$ cat src/rtl/fetch_pkg.sv
// Shared types and constants for the instruction fetch stage and its consumers.
package fetch_pkg;

  localparam int XLEN = 32;

  // Canonical no-op (addi x0, x0, 0)
  localparam logic [XLEN-1:0] NOP = 32'h0000_0013;

  // One buffered instruction together with the address it was fetched from
  typedef struct packed {
    logic [XLEN-1:0] pc;
    logic [XLEN-1:0] instr;
  } fetch_entry_t;

  // Major opcodes examined by decode
  localparam logic [6:0] OPC_LOAD   = 7'b0000011;
  localparam logic [6:0] OPC_STORE  = 7'b0100011;
  localparam logic [6:0] OPC_OP_IMM = 7'b0010011;
  localparam logic [6:0] OPC_BRANCH = 7'b1100011;
  localparam logic [6:0] OPC_JAL    = 7'b1101111;
  localparam logic [6:0] OPC_JALR   = 7'b1100111;
  localparam logic [6:0] OPC_AUIPC  = 7'b0010111;
  localparam logic [6:0] OPC_LUI    = 7'b0110111;

  // Force an address onto a word boundary
  function automatic logic [XLEN-1:0] align_word(input logic [XLEN-1:0] addr);
    return {addr[XLEN-1:2], 2'b00};
  endfunction

endpackage

$ cat src/rtl/fetch_if.sv
// Bus bundle between the fetch stage, instruction memory, branch resolution
// and decode.
//
// Handshake rule for every valid/ready pair below: a transfer happens at a
// rising clock edge where both valid and ready are high. The imem response
// channel has no ready; responses arrive in request order and are always
// taken.
interface fetch_if;
  import fetch_pkg::*;

  logic            imem_req_valid;
  logic [XLEN-1:0] imem_req_addr;
  logic            imem_req_ready;
  logic            imem_resp_valid;
  logic [XLEN-1:0] imem_resp_data;
  logic            redirect_valid;
  logic [XLEN-1:0] redirect_pc;
  logic            dec_valid;
  logic [XLEN-1:0] dec_instr;
  logic [XLEN-1:0] dec_pc;
  logic            dec_ready;

  // View of the fetch stage itself
  modport master (
    output imem_req_valid, imem_req_addr, dec_valid, dec_instr, dec_pc,
    input  imem_req_ready, imem_resp_valid, imem_resp_data,
           redirect_valid, redirect_pc, dec_ready
  );

  // View of the surrounding memory / control / decode environment
  modport slave (
    input  imem_req_valid, imem_req_addr, dec_valid, dec_instr, dec_pc,
    output imem_req_ready, imem_resp_valid, imem_resp_data,
           redirect_valid, redirect_pc, dec_ready
  );

endinterface

$ cat src/rtl/fetch_buffer.sv
// Small synchronous FIFO of fetched instructions. The head entry is read
// straight from registered storage; flush empties it in one cycle.
module fetch_buffer
  import fetch_pkg::*;
#(
  parameter int DEPTH = 2
) (
  input  logic                         clk,
  input  logic                         rst_n,
  input  logic                         push_i,
  input  fetch_entry_t                 push_data_i,
  input  logic                         pop_i,
  input  logic                         flush_i,
  output fetch_entry_t                 head_o,
  output logic [$clog2(DEPTH+1)-1:0]   occ_o,
  output logic                         empty_o,
  output logic                         full_o
);

  localparam int CNT_W = $clog2(DEPTH + 1);
  localparam int PTR_W = (DEPTH > 1) ? $clog2(DEPTH) : 1;

  fetch_entry_t     mem_q [DEPTH];
  logic [PTR_W-1:0] rd_ptr_q, rd_ptr_d;
  logic [PTR_W-1:0] wr_ptr_q, wr_ptr_d;
  logic [CNT_W-1:0] cnt_q, cnt_d;
  logic             do_push, do_pop;

  function automatic logic [PTR_W-1:0] ptr_inc(input logic [PTR_W-1:0] p);
    if (p == PTR_W'(DEPTH - 1)) return '0;
    return p + PTR_W'(1);
  endfunction

  assign empty_o = (cnt_q == '0);
  assign full_o  = (cnt_q == CNT_W'(DEPTH));
  assign occ_o   = cnt_q;
  assign head_o  = mem_q[rd_ptr_q];

  // Next-state pointers and occupancy; flush overrides both push and pop
  always_comb begin
    do_push  = push_i & ~flush_i;
    do_pop   = pop_i & ~empty_o & ~flush_i;
    rd_ptr_d = do_pop  ? ptr_inc(rd_ptr_q) : rd_ptr_q;
    wr_ptr_d = do_push ? ptr_inc(wr_ptr_q) : wr_ptr_q;
    cnt_d    = cnt_q;
    if (do_push && !do_pop) cnt_d = cnt_q + CNT_W'(1);
    if (!do_push && do_pop) cnt_d = cnt_q - CNT_W'(1);
  end

  // Pointer/occupancy registers
  always_ff @(posedge clk) begin
    if (!rst_n || flush_i) begin
      rd_ptr_q <= '0;
      wr_ptr_q <= '0;
      cnt_q    <= '0;
    end else begin
      rd_ptr_q <= rd_ptr_d;
      wr_ptr_q <= wr_ptr_d;
      cnt_q    <= cnt_d;
    end
  end

  // Entry storage; contents are only meaningful below the occupancy count
  always_ff @(posedge clk) begin
    if (do_push) mem_q[wr_ptr_q] <= push_data_i;
  end

  // A push into a full buffer is legal only when the head leaves in the same cycle
  always_ff @(posedge clk) begin
    if (rst_n && !flush_i && push_i && full_o) begin
      assert (pop_i) else $error("fetch_buffer: push while full without pop");
    end
  end

endmodule

$ cat src/rtl/fetch_unit.sv
// Instruction fetch stage: PC generation, credit-limited imem requests,
// in-order response capture and redirect/flush handling.
module fetch_unit
  import fetch_pkg::*;
#(
  parameter logic [XLEN-1:0] RESET_PC = 32'h0000_0000,
  parameter int              DEPTH    = 2
) (
  input logic     clk,
  input logic     rst_n,
  fetch_if.master bus
);

  localparam int CNT_W = $clog2(DEPTH + 1);
  localparam int SUM_W = CNT_W + 1;

  logic [XLEN-1:0]  fetch_pc_q, fetch_pc_d;
  logic [XLEN-1:0]  resp_pc_q, resp_pc_d;
  logic [CNT_W-1:0] outstanding_q, outstanding_d;
  logic [CNT_W-1:0] drop_q, drop_d;
  logic             en_q;

  logic [CNT_W-1:0] occ;
  logic             buf_empty, buf_full;
  fetch_entry_t     head, push_entry;
  logic             req_fire, resp_keep, dec_fire;
  logic [XLEN-1:0]  redirect_base;
  logic [SUM_W-1:0] credit_used;

  // Credit: buffered entries plus in-flight requests may never exceed DEPTH,
  // so every response that is kept is guaranteed a buffer slot.
  assign credit_used        = SUM_W'(occ) + SUM_W'(outstanding_q);
  assign bus.imem_req_valid = en_q & ~bus.redirect_valid & (credit_used < SUM_W'(DEPTH));
  assign bus.imem_req_addr  = fetch_pc_q;

  // Decode sees the head entry; an empty buffer presents zeros
  assign bus.dec_valid = ~buf_empty;
  assign bus.dec_instr = buf_empty ? '0 : head.instr;
  assign bus.dec_pc    = buf_empty ? '0 : head.pc;

  // Handshakes and next-state of PCs and counters; redirect wins over everything
  always_comb begin
    redirect_base = align_word(bus.redirect_pc);
    req_fire      = bus.imem_req_valid & bus.imem_req_ready;
    resp_keep     = bus.imem_resp_valid & ~bus.redirect_valid & (drop_q == '0);
    dec_fire      = bus.dec_valid & bus.dec_ready & ~bus.redirect_valid;
    push_entry    = '{pc: resp_pc_q, instr: bus.imem_resp_data};

    outstanding_d = outstanding_q + CNT_W'(req_fire) - CNT_W'(bus.imem_resp_valid);

    drop_d = drop_q;
    if (bus.redirect_valid) begin
      // Everything still in flight after this edge belongs to the old path
      drop_d = outstanding_d;
    end else if (bus.imem_resp_valid && (drop_q != '0)) begin
      drop_d = drop_q - CNT_W'(1);
    end

    fetch_pc_d = fetch_pc_q;
    resp_pc_d  = resp_pc_q;
    if (bus.redirect_valid) begin
      fetch_pc_d = redirect_base;
      resp_pc_d  = redirect_base;
    end else begin
      if (req_fire)  fetch_pc_d = fetch_pc_q + XLEN'(4);
      if (resp_keep) resp_pc_d  = resp_pc_q + XLEN'(4);
    end
  end

  // Stage state; request issue starts one cycle after reset is released
  always_ff @(posedge clk) begin
    if (!rst_n) begin
      fetch_pc_q    <= RESET_PC;
      resp_pc_q     <= RESET_PC;
      outstanding_q <= '0;
      drop_q        <= '0;
      en_q          <= 1'b0;
    end else begin
      fetch_pc_q    <= fetch_pc_d;
      resp_pc_q     <= resp_pc_d;
      outstanding_q <= outstanding_d;
      drop_q        <= drop_d;
      en_q          <= 1'b1;
    end
  end

  fetch_buffer #(.DEPTH(DEPTH)) u_buffer (
    .clk         (clk),
    .rst_n       (rst_n),
    .push_i      (resp_keep),
    .push_data_i (push_entry),
    .pop_i       (dec_fire),
    .flush_i     (bus.redirect_valid),
    .head_o      (head),
    .occ_o       (occ),
    .empty_o     (buf_empty),
    .full_o      (buf_full)
  );

  // A kept response must find room unless decode frees the head in the same cycle
  always_ff @(posedge clk) begin
    if (rst_n && resp_keep && buf_full) begin
      assert (dec_fire) else $error("fetch_unit: imem response with full buffer");
    end
  end

endmodule
$ cat src/flat_wrapper.sv
// flat-port wrapper written by rule: the top's interface ports become plain ports
module fetch_unit_flat import fetch_pkg::*;
#(
  parameter logic [XLEN-1:0] RESET_PC = 32'h0000_0000,
  parameter int              DEPTH    = 2
)
  (clk, rst_n, bus_imem_req_valid, bus_imem_req_addr, bus_dec_valid, bus_dec_instr, bus_dec_pc, bus_imem_req_ready, bus_imem_resp_valid, bus_imem_resp_data, bus_redirect_valid, bus_redirect_pc, bus_dec_ready);
  fetch_if bus_i ();
  input logic clk;
  input logic rst_n;
  output wire logic [$bits(bus_i.imem_req_valid)-1:0] bus_imem_req_valid;
  output wire logic [$bits(bus_i.imem_req_addr)-1:0] bus_imem_req_addr;
  output wire logic [$bits(bus_i.dec_valid)-1:0] bus_dec_valid;
  output wire logic [$bits(bus_i.dec_instr)-1:0] bus_dec_instr;
  output wire logic [$bits(bus_i.dec_pc)-1:0] bus_dec_pc;
  input wire logic [$bits(bus_i.imem_req_ready)-1:0] bus_imem_req_ready;
  input wire logic [$bits(bus_i.imem_resp_valid)-1:0] bus_imem_resp_valid;
  input wire logic [$bits(bus_i.imem_resp_data)-1:0] bus_imem_resp_data;
  input wire logic [$bits(bus_i.redirect_valid)-1:0] bus_redirect_valid;
  input wire logic [$bits(bus_i.redirect_pc)-1:0] bus_redirect_pc;
  input wire logic [$bits(bus_i.dec_ready)-1:0] bus_dec_ready;
  assign bus_imem_req_valid = bus_i.imem_req_valid;
  assign bus_imem_req_addr = bus_i.imem_req_addr;
  assign bus_dec_valid = bus_i.dec_valid;
  assign bus_dec_instr = bus_i.dec_instr;
  assign bus_dec_pc = bus_i.dec_pc;
  assign bus_i.imem_req_ready = bus_imem_req_ready;
  assign bus_i.imem_resp_valid = bus_imem_resp_valid;
  assign bus_i.imem_resp_data = bus_imem_resp_data;
  assign bus_i.redirect_valid = bus_redirect_valid;
  assign bus_i.redirect_pc = bus_redirect_pc;
  assign bus_i.dec_ready = bus_dec_ready;
  fetch_unit #(.RESET_PC(RESET_PC), .DEPTH(DEPTH)) u_core (.clk(clk), .rst_n(rst_n), .bus(bus_i));
endmodule
$ cat config.mk
export PLATFORM = sky130hd
export DESIGN_NAME = fetch_unit_flat
export DESIGN_NICKNAME = d
export VERILOG_FILES = /design/src/rtl/fetch_pkg.sv /design/src/rtl/fetch_if.sv /design/src/rtl/fetch_buffer.sv /design/src/rtl/fetch_unit.sv /design/src/flat_wrapper.sv
export SDC_FILE = /design/constraint.sdc
export NUM_CORES = 1
export LEC_CHECK = 0
export ABC_AREA = 1
export CORE_MARGIN = 10
export CORE_UTILIZATION = 50
export CTS_BUF_LIST = sky130_fd_sc_hd__clkbuf_2 sky130_fd_sc_hd__clkbuf_4 sky130_fd_sc_hd__clkbuf_8
export DETAILED_ROUTE_END_ITERATION = 6
export GPL_TIMING_DRIVEN = 0
export PLACE_DENSITY = 0.77
export SLEW_MARGIN = 20
export SYNTH_ARGS = -nofsm -noshare
export SYNTH_HDL_FRONTEND = slang
export SYNTH_SLANG_ARGS = --single-unit
$ cat constraint.sdc
create_clock -name clk -period 13.2 [get_ports clk]
set_clock_uncertainty 0.1 [all_clocks]
set_input_delay 1.98 -clock clk [delete_from_list [all_inputs] [get_ports clk]]
set_output_delay 1.98 -clock clk [all_outputs]
set_load 0.05 [all_outputs]
* Word level (Yosys, flattened, before mapping)
Memory sizes are Yosys's and may differ from the RTL's. A register that Yosys moved wholly into a read port is not among the register bits.
Index checks and enable logic that the tools add are counted.
** Word-level totals
- Flip-flop bits (word level) :: 73
- Memories kept :: 1
- Memory bits (writable) :: 128
- Latch bits :: 0
- Memory bits (read-only) :: 0
- Bits of input ports :: 70
** Memories
- u_core.u_buffer.mem_q :: depth 2, width 64, rd ports 1, clocked after Yosys merged registers in 1, wr ports 1, RTL line fetch_buffer.sv:23 : fetch_entry_t mem_q [DEPTH];
** Operators by class
- Bitwise operators :: 13
- Multiplexer cells :: 21
- Multipliers :: 0
- Reduce and logical (&&, ||, !) cells :: 15
- Shifts and indexed selects :: 0
- Magnitude comparators :: 1
- $add $sub $neg :: 10
- Div/mod/pow operators :: 0
- Equal/unequal tests :: 0
** Operators with widths (number)
- 32-bit two-way mux :: 6
- 32-bit by 3-bit adder with 32-bit output, second input constant :: 2
- 1-bit two-way mux :: 11
- 1-bit AND :: 10
- 2-bit nonzero test :: 5
- 2-bit two-way mux :: 4
- 2-bit zero test :: 2
- 2-bit by 1-bit subtractor with 2-bit output, second input constant :: 2
- 2-bit by 2-bit adder with 3-bit output :: 1
- 1-bit logical AND :: 3
- 1-bit zero test :: 3
- 3-bit by 2-bit less-than comparator with 1-bit output, second input constant :: 1
- 1-bit NOT :: 3
- 1-bit adder, second input constant :: 2
- 2-bit by 1-bit adder with 2-bit output :: 1
- 2-bit by 1-bit adder with 2-bit output, second input constant :: 1
- 2-bit OR reduction :: 1
- 2-bit by 1-bit subtractor with 2-bit output :: 1
- 1-bit logical OR :: 1

* Logic depth before layout (Yosys ltp)
Gate-level depths: netlist of the first run.
- Depth in word-level cells :: 10
- Gate-level depth with buffers :: 12

* Hierarchy
Synthesis of the first run repeated with hierarchy kept, for this count alone.
** Second synthesis, totals
- Cells, all modules :: 1115
- Area, all modules :: 10256.1 µm²
** By module, submodules not included
- fetch_buffer :: cells an instance 239, times used 1, area each 5183.7 µm²
- fetch_unit :: cells an instance 876, times used 1, area each 5072.4 µm²

* Worst setup path after synthesis of the first run
No wires, ideal clock.
- Path kind :: input to register
- From :: input port bus_redirect_valid
- To :: memory u_core.u_buffer.mem_q[0][0] (netlist name) (enable)
- Arrival :: 5.191 ns
- Slack :: 7.425 ns
- Required time :: 12.616 ns
- Stages :: 4
- Setup time :: 0.484 ns
- Buffers on the path :: 1
- Cells stage by stage :: buf_2 > nor2_2 > inv_1 > nor2_1
** On the way
- Word-level cells in the longest chain between the ends :: 6
** Ends and longest elaborated chain
- start, declared :: RTL line flat_wrapper.sv:19 : input wire logic [$bits(bus_i.redirect_valid)-1:0] bus_redirect_valid;
- 1-bit NOT * :: RTL line fetch_buffer.sv:41, fetch_unit.sv:45
- 1-bit AND (2 in a row) :: RTL line fetch_unit.sv:45 : resp_keep = bus.imem_resp_valid & ~bus.redirect_valid & (drop_q == '0);
- 1-bit AND * :: RTL line fetch_buffer.sv:41 : do_push = push_i & ~flush_i;
- 1-bit two-way mux * :: RTL line fetch_buffer.sv:65 : if (do_push) mem_q[wr_ptr_q] <= push_data_i;
- 1-bit two-way mux (not written as such) * :: RTL line fetch_buffer.sv:65
- end, declared :: RTL line fetch_buffer.sv:23
Mark *: on every way between the ends. The rest lies on a longest branch, timed or not.

* Worst setup path after layout of the first run
- From :: input port bus_redirect_valid
- To :: output port bus_imem_req_valid
** On the way
- Word-level cells in the longest chain between the ends :: 3
** Ends and longest elaborated chain
- 1-bit NOT :: RTL line fetch_unit.sv:33 : assign bus.imem_req_valid = en_q & ~bus.redirect_valid & (credit_used < SUM_W'(DEPTH));
- 1-bit AND (2 in a row) :: RTL line fetch_unit.sv:33
- end, declared :: RTL line flat_wrapper.sv:11 : output wire logic [$bits(bus_i.imem_req_valid)-1:0] bus_imem_req_valid;
Every way passes these cells.

==> metrics.txt, run 1 <==
RSZ-0062 raised after global routing false; DRC Markers 0; Worst path max stage delay 800 ps; Buf/Inv on CP 3; initial core utilization 51.3%; H-tree depth 4; Clock power frac 31.9%; via/cell ratio approximately 5.3; vias in the first global route 7,853; maximum vdd drop approximately 0.000067 V; Die X around 160 um; Ant. Diodes 0; root buffer cell clkbuf_8; dpl ws around 7600 ps; crit path max fanout 2; Post-DP HPWL between 20 and 25 mm; Max-Cap Viols 0; Max Freq about 0.18 GHz; post-synthesis sequential area ratio a little under three fifths; pin count of the biggest net entering global routing 27; Worst-Margin Slew 880 ps; minimum clock period about 5600 ps; die height 156 um; Max Root-Sink Buffers 2; drt first-iter violations about 660; RePlAce Congestion roughly 1; Worst Setup End Kind output port; CP Data Arrival Time approximately 3500 ps; CTS tree yes; Post-CTS Setup Repair Bufs 0; cell mode on critical path clkdlybuf4s50_1; Setup CP Type input pin to output port; # resized after CTS 0; most frequent cells in the layout 364 x nand2_1, 161 x clkdlybuf4s50_1, 124 x edfxtp_1, 122 x a21oi_1, 99 x inv_1; total wire length 26.6 mm; Synth Area per Inst 8.41 um^2; WHS Endpoint u_core.u_buffer.rd_ptr_q; register-to-register setup slack about 10,000 ps; count of input and output buffers 161; Final Net Count 1,368; Yosys cell types 36; Worst Path Required approximately 11,000 ps; Pleak 4.37 nW; RR Endpoint u_core.u_buffer.mem_q[0][62]; power density cells approximately 110 nW/um^2; setup_tns 0 ps; Tcrit/Tclk final between 40% and 50%; vias post-DR approximately 8k; launching point of the worst reg2reg path u_core.drop_q[0]; Post-DRT Antenna Nets 0; GRT overflow 0; Setup violations, final 0; FF-to-FF path depth 7; clock latency on the worst-skew pair ~480 ps; most common library cell in the layout ignoring fill and taps nand2_1; Final Hold Viols 0; num rows 49; cell-internal power 0.933 mW; # fillers about 1.5k; CP top delay family buffers and inverters; Slowest-stage cell, CP clkdlybuf4s50_1; FF+latch count, synth 194; Ports approximately 170; Rel. slew slack 41.1%; Worst-path clk slew ~100 ps; sw frac between 20% and 30%; outcome complete, no violations; Final Max Tran Viols 0; clock buffer count from CTS 17; Synth Cell Area 9280 um^2; wire per inst 17.4 um; final setup margin around 7600 ps; Critical Path, Cell by Cell clkdlybuf4s50_1 > nor2_1 > nand3_1 > inv_1 > clkdlybuf4s50_1; Detailed Routing Iterations Pass 1 5; share of cells above drive strength 1 6.67%; Psw 0.369 mW; worst hold path type flip-flop to flip-flop; CORE AREA ~18,000 um^2; startpoint types input pin; YS warnings 0; worst hold stages 2; total global-route track usage 21.5%; Mapped Cells 1,104; Die Area 24,400 um^2; initial antenna violation count 0; clk sinks ~190; first-pass GRT wire length between 40 and 50 mm; Comb pwr share around 14%; Hold Path Origin u_core.u_buffer.rd_ptr_q; Post-CTS Hold Fix Bufs 0; sequential fraction of design power 53.7%; layout overhead on the synthesized area 26.4%
Yosys cell counts (all sizes together):
| master | n | area share, % |
|---|---|---|
| o31ai | 1 | 0.081 |
| o211ai | 4 | 0.32 |
| and2 | 1 | 0.067 |
| nand2 | 372 | 15 |
| clkinv | 2 | 0.081 |
| nand3b | 5 | 0.40 |
| o21a | 2 | 0.16 |
| a21oi | 124 | 6.8 |
| buf | 15 | 0.98 |
| xor2 | 16 | 1.5 |
| nand4 | 9 | 0.67 |
| nor3 | 3 | 0.16 |
| fa | 1 | 0.22 |
| ha | 6 | 0.81 |
| clkbuf | 27 | 1.1 |
| inv | 102 | 4.1 |
| xnor2 | 3 | 0.28 |
| a221oi | 1 | 0.094 |
| nand3 | 48 | 2.6 |
| o21ai | 46 | 2.5 |
| conb | 1 | 0.040 |
| nor2 | 111 | 5.8 |
| edfxtp | 124 | 40 |
| a31oi | 10 | 0.67 |
| dfxtp | 70 | 15 |
how the worst max path moves through the flow:
stage                                               to           startpoint  depth (start not counted)  slack [ps]
final                               bus_imem_req_valid   bus_redirect_valid                          5        7600
after global routing                bus_imem_req_valid   bus_redirect_valid                          5        7460
after CTS                           bus_imem_req_valid   bus_redirect_valid                          5        7590
after detailed placement            bus_imem_req_valid   bus_redirect_valid                          5        7600
after global placement    u_core.u_buffer.mem_q[0][59]  bus_imem_resp_valid                          5        5260
after floorplan            u_core.u_buffer.mem_q[0][0]   bus_redirect_valid                          4        7430
area by class of cell:
cell class | instances | area (um^2) | share of cell area [%]
plain buffers | 42 | 193 | 1.64
clock inverters | 15 | 195 | 1.66
inverters | 104 | 390 | 3.33
clock buffers | 17 | 234 | 1.99
well taps | 229 | 287 | 2.44
flip-flops and latches | 194 | 5120 | 43.7
multi-input cells | 767 | 3600 | 30.7
repair buffers | 165 | 1710 | 14.5
tightest hold or removal path: stages (launching register included):
cell     delay (ps)
dfxtp_1         310
inv_1            70
a21oi_1          60
cell families (layout without fill, tap and decap cells):
family                   count (synthesis)  count (layout)  share of synthesized area (%)
AO/OA/AOI/OAI                          188             188                           10.6
XOR/XNOR                                19              19                           1.79
adder cells (fa/ha/maj)                  7               7                           1.02
buffers and inverters                  146             343                           6.28
flip-flops                             194             194                           55.2
other                                    1               4                         0.0404
AND/OR/NAND/NOR                        549             549                           25.1
per-layer routing:
metal | vias to the layer above | share of wire (%) | global-route usage (%)
met1 | 3741 | 41 | 26.7
met4 | 0 | 2.0 | 6.70
met5 | - | 0 | 0
li1 | 3989 | - | -
met3 | 40 | 10 | 6.36
met2 | 389 | 47 | 35.3
registers in the layout, indices dropped and copies added, names as in the netlist, named ones only:
register,count
u_core.u_buffer.mem_q,124
u_core.bus.imem_req_addr,30
u_core.resp_pc_q,30
u_core.drop_q,2
u_core.outstanding_q,2
u_core.u_buffer.occ_o,2
u_core.en_q,1
u_core.u_buffer.rd_ptr_q,1
u_core.u_buffer.wr_ptr_q,1
power groups by stage:
stage          Sequential, mW  Combinational [mW]  Clock [mW]
2_1_floorplan           0.725              0.0933           0
3_3_place_gp            0.713               0.178           0
3_5_place_dp            0.712               0.186           0
4_1_cts                 0.699               0.187       0.418
5_1_grt                 0.703               0.203       0.442
6_report                0.699               0.187       0.415
per-stage QoR:
step	total power [mW]	instance area (um^2)	hold slack, ps	util [%]	instances
4_1_cts	1.30	11700	385	64.9	1533
6_report	1.30	11700	384	64.9	1533
3_5_place_dp	0.898	11300	372	62.5	1501
3_3_place_gp	0.891	11200	357	61.9	1497
5_1_grt	1.35	11700	427	64.9	1533
2_1_floorplan	0.818	9300	347	-	1107
Note: power is estimated with default switching activity, not from simulation.
==> run 2: changes to the inputs <==
==> constraint.sdc (replaced) <==
create_clock -name clk -period 5.3 [get_ports clk]
set_clock_uncertainty 0.1 [all_clocks]
set_input_delay 0.795 -clock clk [delete_from_list [all_inputs] [get_ports clk]]
set_output_delay 0.795 -clock clk [all_outputs]
set_load 0.05 [all_outputs]
==> results of run 2 <==
Same layout as run 1 (identical final DEF). Status: complete, no violations.
Main changes from that run: setup slack after placement 7600 ps -> 1660 ps; clock-pin slew on the worst setup and hold paths 100 ps -> 110 ps; setup slack after layout 7600 ps -> 1540 ps; start point of the critical path bus_redirect_valid -> u_core.u_buffer.occ_o[0]; end point of the critical path bus_imem_req_valid -> bus_dec_pc[10]; register-to-register setup slack 10350 ps -> 2450 ps; total power 1.30 mW -> 3.24 mW; worst IR drop on VDD 0.0000673 V -> 0.000168 V
==> run 3: changes to the inputs <==
--- a/config.mk
+++ b/config.mk
@@ -7,11 +7,11 @@
 export LEC_CHECK = 0
 export ABC_AREA = 1
 export CORE_MARGIN = 10
-export CORE_UTILIZATION = 50
+export CORE_UTILIZATION = 49
 export CTS_BUF_LIST = sky130_fd_sc_hd__clkbuf_2 sky130_fd_sc_hd__clkbuf_4 sky130_fd_sc_hd__clkbuf_8
 export DETAILED_ROUTE_END_ITERATION = 6
 export GPL_TIMING_DRIVEN = 0
-export PLACE_DENSITY = 0.77
+export PLACE_DENSITY = 0.78
 export SLEW_MARGIN = 20
 export SYNTH_ARGS = -nofsm -noshare
 export SYNTH_HDL_FRONTEND = slang
==> constraint.sdc (replaced) <==
create_clock -name clk -period 3 [get_ports clk]
set_clock_uncertainty 0.1 [all_clocks]
set_input_delay 0.45 -clock clk [delete_from_list [all_inputs] [get_ports clk]]
set_output_delay 0.45 -clock clk [all_outputs]
set_load 0.05 [all_outputs]
==> run 3 against run 2 <==
Effect of this change: die area increased by 1.8%; cell area shrank 0.52%; register-to-register slack lost 2200 ps; routed wire length increased by 2.1%; combinational power increased by 73%; sequential power rose by 77%; via count up 1.1%; critical path type unchanged.
==> metrics.txt, run 3 (synthesized netlist as in run 1, its figures left out) <==
Worst-Margin Slew 729 ps (was 880 ps); Pleak 4.60 nW (was 4.37 nW); crit path max fanout 10 (unchanged); Max Root-Sink Buffers 2 (unchanged); Worst-path clk slew 100 ps (was 110 ps); most frequent cells in the layout 364 x nand2_1, 124 x edfxtp_1, 122 x a21oi_1, 99 x inv_1, 99 x clkdlybuf4s50_1 (was 364 x nand2_1, 161 x clkdlybuf4s50_1, 124 x edfxtp_1, 122 x a21oi_1, 99 x inv_1); most common library cell in the layout ignoring fill and taps nand2_1 (unchanged); die height 158 um (was 156 um); Ant. Diodes 0 (unchanged); num rows 50 (was 49); Final Hold Viols 0 (unchanged); outcome complete, no violations (unchanged); Worst Path Required 2450 ps (was 4410 ps); Setup CP Type flip-flop to output port (unchanged); drt first-iter violations 639 (was 657); clock latency on the worst-skew pair 490 ps (was 480 ps); DP Cell Count 1,506 (was 1,501); Max-Cap Viols 0 (unchanged); FF-to-FF path depth 7 (unchanged); initial core utilization 49.8% (was 51.3%); Worst path max stage delay 560 ps (was 760 ps); RePlAce Congestion 0.983 (was 0.998); vias in the first global route 7,891 (was 7,853); design area 11,700 um^2 (about the same); Die X 158 um (was 156 um); clk sinks 194 (unchanged); CTS tree yes (unchanged); Final Power 5.74 mW (was 3.24 mW); initial antenna violation count 0 (unchanged); register-to-register setup slack 270 ps (was 2450 ps); Tcrit/Tclk final between 90% and 100%; Post-CTS Hold Fix Bufs 0 (unchanged); count of input and output buffers 161 (unchanged); clock buffer count from CTS 17 (unchanged); startpoint types flip-flop (unchanged); root buffer cell clkbuf_8 (unchanged); RR Endpoint u_core.u_buffer.mem_q[0][60] (was u_core.u_buffer.mem_q[0][62]); vias post-DR 8,250 (was 8,159); maximum vdd drop 0.000254 V (was 0.000168 V); launching point of the worst reg2reg path u_core.drop_q[0] (unchanged); total wire length 27.2 mm (was 26.6 mm); CP top delay family buffers and inverters (unchanged); minimum clock period around 2800 ps; post-layout util 62.6% (was 64.9%); H-tree depth 4 (unchanged); Slowest-stage cell, CP dlygate4sd2_1 (was clkdlybuf4s50_1); DRC Markers 0 (unchanged); Post-DP HPWL 20.4 mm (was 20.0 mm); pin count of the biggest net entering global routing 26 (was 27); CORE AREA 18,600 um^2 (was 18,100 um^2); CP Data Arrival Time 2290 ps (was 2860 ps); wire per inst 17.7 um (was 17.4 um); worst hold path type flip-flop to flip-flop (unchanged); Largest register FFs 124 (unchanged); Final Non-Filler Cells 1,537 (was 1,533); Ports 168 (unchanged); largest register by flop count u_core.u_buffer.mem_q (unchanged); Final Max Tran Viols 0 (unchanged); Post-DRT Antenna Nets 0 (unchanged); Worst Setup End Kind output port (unchanged); RSZ-0062 raised after global routing false (unchanged); Rel. slew slack 51.4% (was 41.1%); Detailed Routing Iterations Pass 1 5 (unchanged); placed cell area 11,300 um^2 (about the same); Setup violations, final 0 (unchanged); setup_tns 0 ps (unchanged); Post-CTS Setup Repair Bufs 0 (unchanged); layout overhead on the synthesized area 25.7% (was 26.4%); worst hold stages 2 (unchanged); power density cells 492 nW/um^2 (was 276 nW/um^2); GRT overflow 0 (unchanged); total global-route track usage 21.6% (was 21.5%); share of cells above drive strength 1 8.06% (was 6.67%); via/cell ratio 5.37 (was 5.32); first-pass GRT wire length 41.9 mm (was 41.7 mm); Max Freq 0.352 GHz; Hold Path Origin u_core.u_buffer.rd_ptr_q (unchanged); Die Area 24,900 um^2 (was 24,400 um^2); Buf/Inv on CP 3 (was 2); Critical Path, Cell by Cell inv_2 > clkbuf_1 > nand2_1 > a21oi_1 > dlygate4sd2_1 (was nor2_1 > clkbuf_1 > a21oi_1 > clkdlybuf4s50_1); Final Net Count 1,367 (was 1,368)
[run 3: metal layers]
layer  track usage, %  share of wire, %
met4             8.24               2.7
met1             26.6                41
met5                0                 0
met2             36.0                47
met3             4.88               9.1
[run 3: cell type report]
cell class | instances | area, um^2
fill | 1588 | 6970
sequential | 194 | 5130
multi-input combinational | 767 | 3610
timing repair buffer | 165 | 1630
inverter | 104 | 390
tap | 234 | 293
clock buffer | 17 | 234
clock inverter | 15 | 196
buffer | 41 | 194
[run 3: per-stage QoR]
step / hold slack [ps] / setup WS (ps)
floorplan: 347 / -205
global placement: 356 / -1860
detailed placement: 377 / -233
CTS: 390 / 1.37
global route: 427 / 37.7
finish: 381 / 157
[run 3: worst max path at each step]
stage | cells past startpoint | start | to
final | 5 | flip-flop | bus_dec_instr[16]
after global routing | 7 | u_core.drop_q[1] | u_core.u_buffer.mem_q[0][58]
after CTS | 5 | flip-flop | bus_dec_pc[11]
after detailed placement | 6 | bus_imem_resp_valid | u_core.u_buffer.mem_q[0][58]
after global placement | 5 | bus_imem_resp_valid | u_core.u_buffer.mem_q[0][6]
after floorplan | 4 | bus_redirect_valid | u_core.u_buffer.mem_q[0][0]
[run 3: repair_timing]
action | 4_1_cts | 5_1_grt
endpoints found under the hold margin | 0 | 0
setup endpoints to repair | 62 | 54
resized for setup | 82 | 21
[run 3: worst register-to-register path, delay by kind of cell, from the launching register on]
kind,cells,cell delay (ps)
AND/OR/NAND/NOR,3,1190
buffers and inverters,3,650
flip-flops,1,330
adder cells (fa/ha/maj),1,150
[run 3: where the power goes]
part | internal (mW) | switching [mW] | total [mW]
Clock | 0.847 | 1.01 | 1.85
Sequential | 2.96 | 0.116 | 3.08
Combinational | 0.279 | 0.529 | 0.808
Total | 4.09 | 1.65 | 5.74
